$ cat config.mk
export PLATFORM = sky130hd
export DESIGN_NAME = mem_io_ctrl
export DESIGN_NICKNAME = d
export VERILOG_FILES = /design/src/rtl/mem_io_ctrl.sv
export SDC_FILE = /design/constraint.sdc
export NUM_CORES = 2
export LEC_CHECK = 0
export CAP_MARGIN = 0
export CORE_AREA = 5 5 588 590
export CTS_BUF_LIST = sky130_fd_sc_hd__clkbuf_16
export DETAILED_ROUTE_END_ITERATION = 12
export DIE_AREA = 0 0 593 595
export PLACE_DENSITY_LB_ADDON = 0.2
export RECOVER_POWER = 100
export SLEW_MARGIN = 20
export SYNTH_ARGS = -nofsm -noshare
export SYNTH_HDL_FRONTEND = slang
export SYNTH_SLANG_ARGS = --single-unit
$ cat constraint.sdc
create_clock -name clk -period 14.8 [get_ports clk]
set_input_delay 2.96 -clock clk [delete_from_list [all_inputs] [get_ports clk]]
set_output_delay 2.96 -clock clk [all_outputs]
set_load 0.005 [all_outputs]
$ cat src/rtl/mem_io_ctrl.sv
// Memory and I/O controller for the simple RISC CPU: wait-state FSM in front of
// on-chip RAM, a switch/LED port and an unmapped region with a sticky error flag.
module mem_io_ctrl #(
    parameter int                DATA_W      = 16,
    parameter int                ADDR_W      = 9,
    parameter int                RAM_AW      = 8,
    parameter int                WAIT_STATES = 1,
    parameter logic [ADDR_W-1:0] IO_ADDR     = 'h100
) (
    input  logic              clk,
    input  logic              reset,
    input  logic [1:0]        mem_cmd,
    input  logic [ADDR_W-1:0] mem_addr,
    input  logic [DATA_W-1:0] write_data,
    output logic [DATA_W-1:0] read_data,
    output logic              mem_ready,
    input  logic [7:0]        sw_in,
    output logic [7:0]        led_out,
    output logic              err_bad_addr
);

    typedef enum logic [1:0] {
        S_IDLE,
        S_WAIT,
        S_DONE
    } state_e;

    typedef enum logic [1:0] {
        CMD_NONE  = 2'b00,
        CMD_READ  = 2'b01,
        CMD_WRITE = 2'b10,
        CMD_ILL   = 2'b11
    } cmd_e;

    localparam int unsigned RAM_DEPTH = 1 << RAM_AW;
    localparam logic [3:0]  WS        = 4'(WAIT_STATES);

    state_e              state_q, state_d;
    logic [3:0]          cnt_q, cnt_d;
    cmd_e                cmd_q, cmd_d;
    logic [ADDR_W-1:0]   addr_q, addr_d;
    logic [DATA_W-1:0]   wdata_q, wdata_d;
    logic [DATA_W-1:0]   rdata_q, rdata_d;
    logic [7:0]          led_q, led_d;
    logic                err_q, err_d;

    logic [DATA_W-1:0]   ram [RAM_DEPTH];

    cmd_e                acc_cmd;
    logic [ADDR_W-1:0]   acc_addr;
    logic [DATA_W-1:0]   acc_wdata;
    logic                commit;
    logic                in_ram;
    logic                in_io;
    logic                ram_we;
    logic [RAM_AW-1:0]   ram_idx;

    // The access operands come straight from the bus on the acceptance edge
    // (needed when WAIT_STATES=0) and from the latched copy afterwards.
    always_comb begin
        // NOTE: every signal gets a default first so no path leaves one unassigned (no latches).
        state_d   = state_q;
        cnt_d     = cnt_q;
        cmd_d     = cmd_q;
        addr_d    = addr_q;
        wdata_d   = wdata_q;
        acc_cmd   = cmd_q;
        acc_addr  = addr_q;
        acc_wdata = wdata_q;
        unique case (state_q)
            S_IDLE: begin
                acc_cmd   = cmd_e'(mem_cmd);
                acc_addr  = mem_addr;
                acc_wdata = write_data;
                if (cmd_e'(mem_cmd) == CMD_READ || cmd_e'(mem_cmd) == CMD_WRITE) begin
                    cmd_d   = cmd_e'(mem_cmd);
                    addr_d  = mem_addr;
                    wdata_d = write_data;
                    cnt_d   = WS;
                    state_d = (WS == 4'd0) ? S_DONE : S_WAIT;
                end
            end
            S_WAIT: begin
                cnt_d = cnt_q - 4'd1;
                if (cnt_q == 4'd1) begin
                    state_d = S_DONE;
                end
            end
            S_DONE: begin
                state_d = S_IDLE;
            end
            default: begin
                state_d = S_IDLE;
            end
        endcase
    end

    // The access takes effect on the edge that enters DONE.
    assign commit  = (state_d == S_DONE) && (state_q != S_DONE);
    assign in_ram  = 32'(acc_addr) < RAM_DEPTH;
    assign in_io   = !in_ram && (acc_addr == IO_ADDR);
    assign ram_idx = acc_addr[RAM_AW-1:0];

    always_comb begin
        rdata_d = rdata_q;
        led_d   = led_q;
        err_d   = err_q;
        ram_we  = 1'b0;
        if (commit) begin
            if (acc_cmd == CMD_READ) begin
                if (in_ram) begin
                    rdata_d = ram[ram_idx];
                end else if (in_io) begin
                    rdata_d = {{(DATA_W-8){1'b0}}, sw_in};
                end else begin
                    rdata_d = '0;
                    err_d   = 1'b1;
                end
            end else begin
                if (in_ram) begin
                    ram_we = 1'b1;
                end else if (in_io) begin
                    led_d = acc_wdata[7:0];
                end else begin
                    err_d = 1'b1;
                end
            end
        end
    end

    always_ff @(posedge clk or posedge reset) begin
        if (reset) begin
            // NOTE: sequential state uses non-blocking assignments so all flops update together.
            state_q <= S_IDLE;
            cnt_q   <= 4'd0;
            cmd_q   <= CMD_NONE;
            addr_q  <= '0;
            wdata_q <= '0;
            rdata_q <= '0;
            led_q   <= 8'd0;
            err_q   <= 1'b0;
        end else begin
            state_q <= state_d;
            cnt_q   <= cnt_d;
            cmd_q   <= cmd_d;
            addr_q  <= addr_d;
            wdata_q <= wdata_d;
            rdata_q <= rdata_d;
            led_q   <= led_d;
            err_q   <= err_d;
        end
    end

    // NOTE: the RAM array has no reset so it maps onto plain memory; its contents survive reset.
    always_ff @(posedge clk) begin
        if (ram_we) begin
            ram[ram_idx] <= acc_wdata;
        end
    end

    assign mem_ready    = (state_q == S_DONE);
    assign read_data    = rdata_q;
    assign led_out      = led_q;
    assign err_bad_addr = err_q;

endmodule
==> flow_summary.yaml <==
worst_setup_path:
  worstPathMaxFanout: 48
  crit_required_ns: 15.36
  crit_slowest_cell: "clkbuf_1"
  crit_top_cell: "clkbuf_1"
  reg2reg_from: "state_q[0]"
  arrival_ns: 11.76
  crit_path_end_kind: "flop"
  timing.rr.end: "ram[13][9]"
  start_kind: "primary input"
  path_cells: "dlygate4sd3_1 -> or4b_1 -> o21ai_0 -> clkbuf_1 -> clkbuf_1 -> nand3_1 -> clkbuf_1 -> nor2_1 -> clkbuf_1"
  slowest_delay_ns: 2.69
  r2r_slack_ns: 4.91
  r2r_cells: 7
  path_class: "in2reg"
routing:
  drc: 0
  drtIter0Drc: 12400
  antenna_left: 0
  routed_wirelength_mm: 474
  vias_per_cell: 6.48
  num_vias: 89600
  firstDrtPassIters: 8
  wl_per_cell_um: 34.3
finish:
  syn_to_final_growth_pct: 12.6
  final_common_cell: "edfxtp_1"
  fillCellCount: 27900
  final_nets: 8976
  multiInputGateArea_um2: 25300
  stdcell_area_um2: 171000
  drive_gt1_frac: 0.0941
  final_cell_mix: "edfxtp_1, o22ai_1, a22oi_1, o21ai_0, clkbuf_16"
  final-seq-area_um2: 124000
grt:
  grt_remaining_overflow: 0
  grt_pass1_vias: 86200
  grt_usage: 0.260
  antenna_found_initial: 34
  grt_pass1_wl_mm: 662
  grt_start_max_net_pins: 177
status:
  violations: "max-capacitance violations, max-slew violations"
  status: "finished, violations left"
place:
  gp_congestion: 0.834
  dpl.hpwl_mm: 265
  io_buffer_count: 62
  placed_area_um2: 160000
logic_synthesis:
  synth.avg_cell_area_um2: 17.6
  yosys_most_used_dff: "edfxtp_1"
  async_reset_ff_frac: 0.0140
  ys_ff_latch: 4154
  yosysUniqueCellTypes: 60
  yosys_warnings: 0
  syn_nets: 8707
  netlist_area_um2: 152000
  synth_edf_count: 4096
  yosysSeqAreaShare: 0.817
  synthCells: 8668
sta:
  period_minus_slack_ns: 11.20
  rsz0062_at_grt: "false"
  fmax_mhz: 89.3
  fin_crit_sh: 0.757
  fin_tns_setup_ns: 0
  setup_viol: 0
  hold_viol: 0
  drv_slew: 5541
  worstMarginPinSlew_ns: 5.02
  slew_headroom: -2.35
  clock_skew_ns: 0.0542
worst_hold_path:
  hp-start: "err_bad_addr"
  min-delay-path-class: "reg2reg"
  hold_depth: 1
  hold_end: "err_bad_addr"
clock_network:
  root_buffer: "clkbuf_16"
  cts_setup_buffers: 0
  ctsHoldBuffers: 0
  cts.htree.levels: 5
  cts_resized: 0
  cts_tree: "done"
  cts_max_path_buffers: 4
  cts_made_buffers: 414
  path_clk_slew_ns: 0.06
  cts.sink_count: 4154
  insertion_delay_ns: 0.99
die:
  pin_count: 63
  die-area_um2: 353000
  start_util: 0.449
  die_w_um: 593
  dieHeight_um: 595
  num_rows: 214
  coreArea_um2: 339000
power:
  power_leakage_nw: 51.5
  vdd.ir_drop.worst_uv: 184
  power_density_nw_per_um2: 223
flow_run:
  maxCapViolCount: 166
## kinds of logic (layout without fill, tap and decap cells)
| group | after synthesis | count (layout) | share of synthesized area |
|---|---|---|---|
| DFF | 4154 | 4154 | 0.817 |
| AOI/OAI and AO/OA | 3295 | 3295 | 0.145 |
| buffers and inverters | 658 | 1268 | 0.0196 |
| and+or+nand+nor | 526 | 526 | 0.0156 |
| muxes | 32 | 32 | 0.00236 |
| adders and majority gates | 2 | 2 | 0.000164 |
| xor gates and xnor gates | 1 | 1 | 0.0000575 |
| other | 0 | 11 | 0 |
## per-layer routing
metal | vias up | GRT usage | wire length (um)
met2 | 4918 | 0.402 | 219000
met4 | 22 | 0.109 | 23400
met1 | 46600 | 0.363 | 186000
met3 | 975 | 0.0517 | 45300
li1 | 37100 | - | -
met5 | - | 0 | 174
## state kept, by name, indices dropped and copies added, names as in the netlist
signal,count
addr_q,9
read_data,16
err_bad_addr,1
cnt_q,4
ram,4096
led_out,8
cmd_q,2
state_q,2
wdata_q,16
## area by class of cell
cell class	instances	area share
clock buffers	414	0.0604
clock inverters	343	0.0144
diodes	11	0.000161
multi-input cells	3856	0.148
well taps	4536	0.0331
flip-flops and latches	4154	0.726
inverters	6	0.000139
repair buffers	505	0.0182
## cells in the mapped netlist (7+ instances only)
master / number / area, um2
a22o_1: 236 / 2070
a41oi_1: 99 / 867
o22ai_1: 1036 / 6480
o21ai_0: 527 / 2640
clkbuf_1: 193 / 724
buf_4: 17 / 128
o21a_1: 12 / 90.1
o41ai_1: 48 / 420
nand2b_1: 10 / 62.6
a22oi_1: 688 / 5160
a222oi_1: 7 / 70.1
a221oi_1: 237 / 2080
edfxtp_1: 4096 / 123000
o21ai_1: 8 / 40.0
dfrtp_1: 58 / 1450
or4_1: 8 / 60.1
nor4_1: 57 / 357
mux2_2: 31 / 349
nand3_1: 24 / 120
buf_1: 94 / 353
nor2_1: 263 / 987
nand2_1: 102 / 383
nand4_1: 40 / 250
a21oi_1: 364 / 1820
buf_2: 346 / 1730
## report_power, final
group / switching (W) / total, W / internal [W]
clock network: 0.00446 / 0.00995 / 0.00549
logic: 0.00946 / 0.0121 / 0.00264
registers: 0.000136 / 0.0161 / 0.0160
## stage by stage
step | total power, W | hold WS, ns | std cells | setup slack [ns] | util
after global placement | 0.0277 | 0.466 | 13000 | 5.48 | 0.471
after detailed placement | 0.0280 | 0.467 | 13100 | 5.89 | 0.472
after global routing | 0.0394 | 0.502 | 13800 | 3.46 | 0.505
after floorplan | 0.0231 | 0.465 | 8668 | 7.91 | -
after CTS | 0.0379 | 0.481 | 13800 | 6.84 | 0.510
final | 0.0382 | 0.470 | 13800 | 3.60 | 0.505
## critical path, delay by kind of cell
kind	cells	cell delay, ns
AOI/OAI and AO/OA	1	0.28
and+or+nand+nor	3	1.71
buffers and inverters	5	6.74
## worst max-delay path by stage
stage,from,end,slack (ns)
floorplan,write_data[0],ram[0][0],7.91
global placement,mem_addr[1],read_data[4],5.48
detailed placement,mem_addr[0],read_data[11],5.89
CTS,mem_addr[1],read_data[11],6.84
global route,mem_addr[0],ram[18][3],3.46
finish,mem_addr[0],ram[18][3],3.60
No activity file was read; power rests on OpenSTA's default activity.
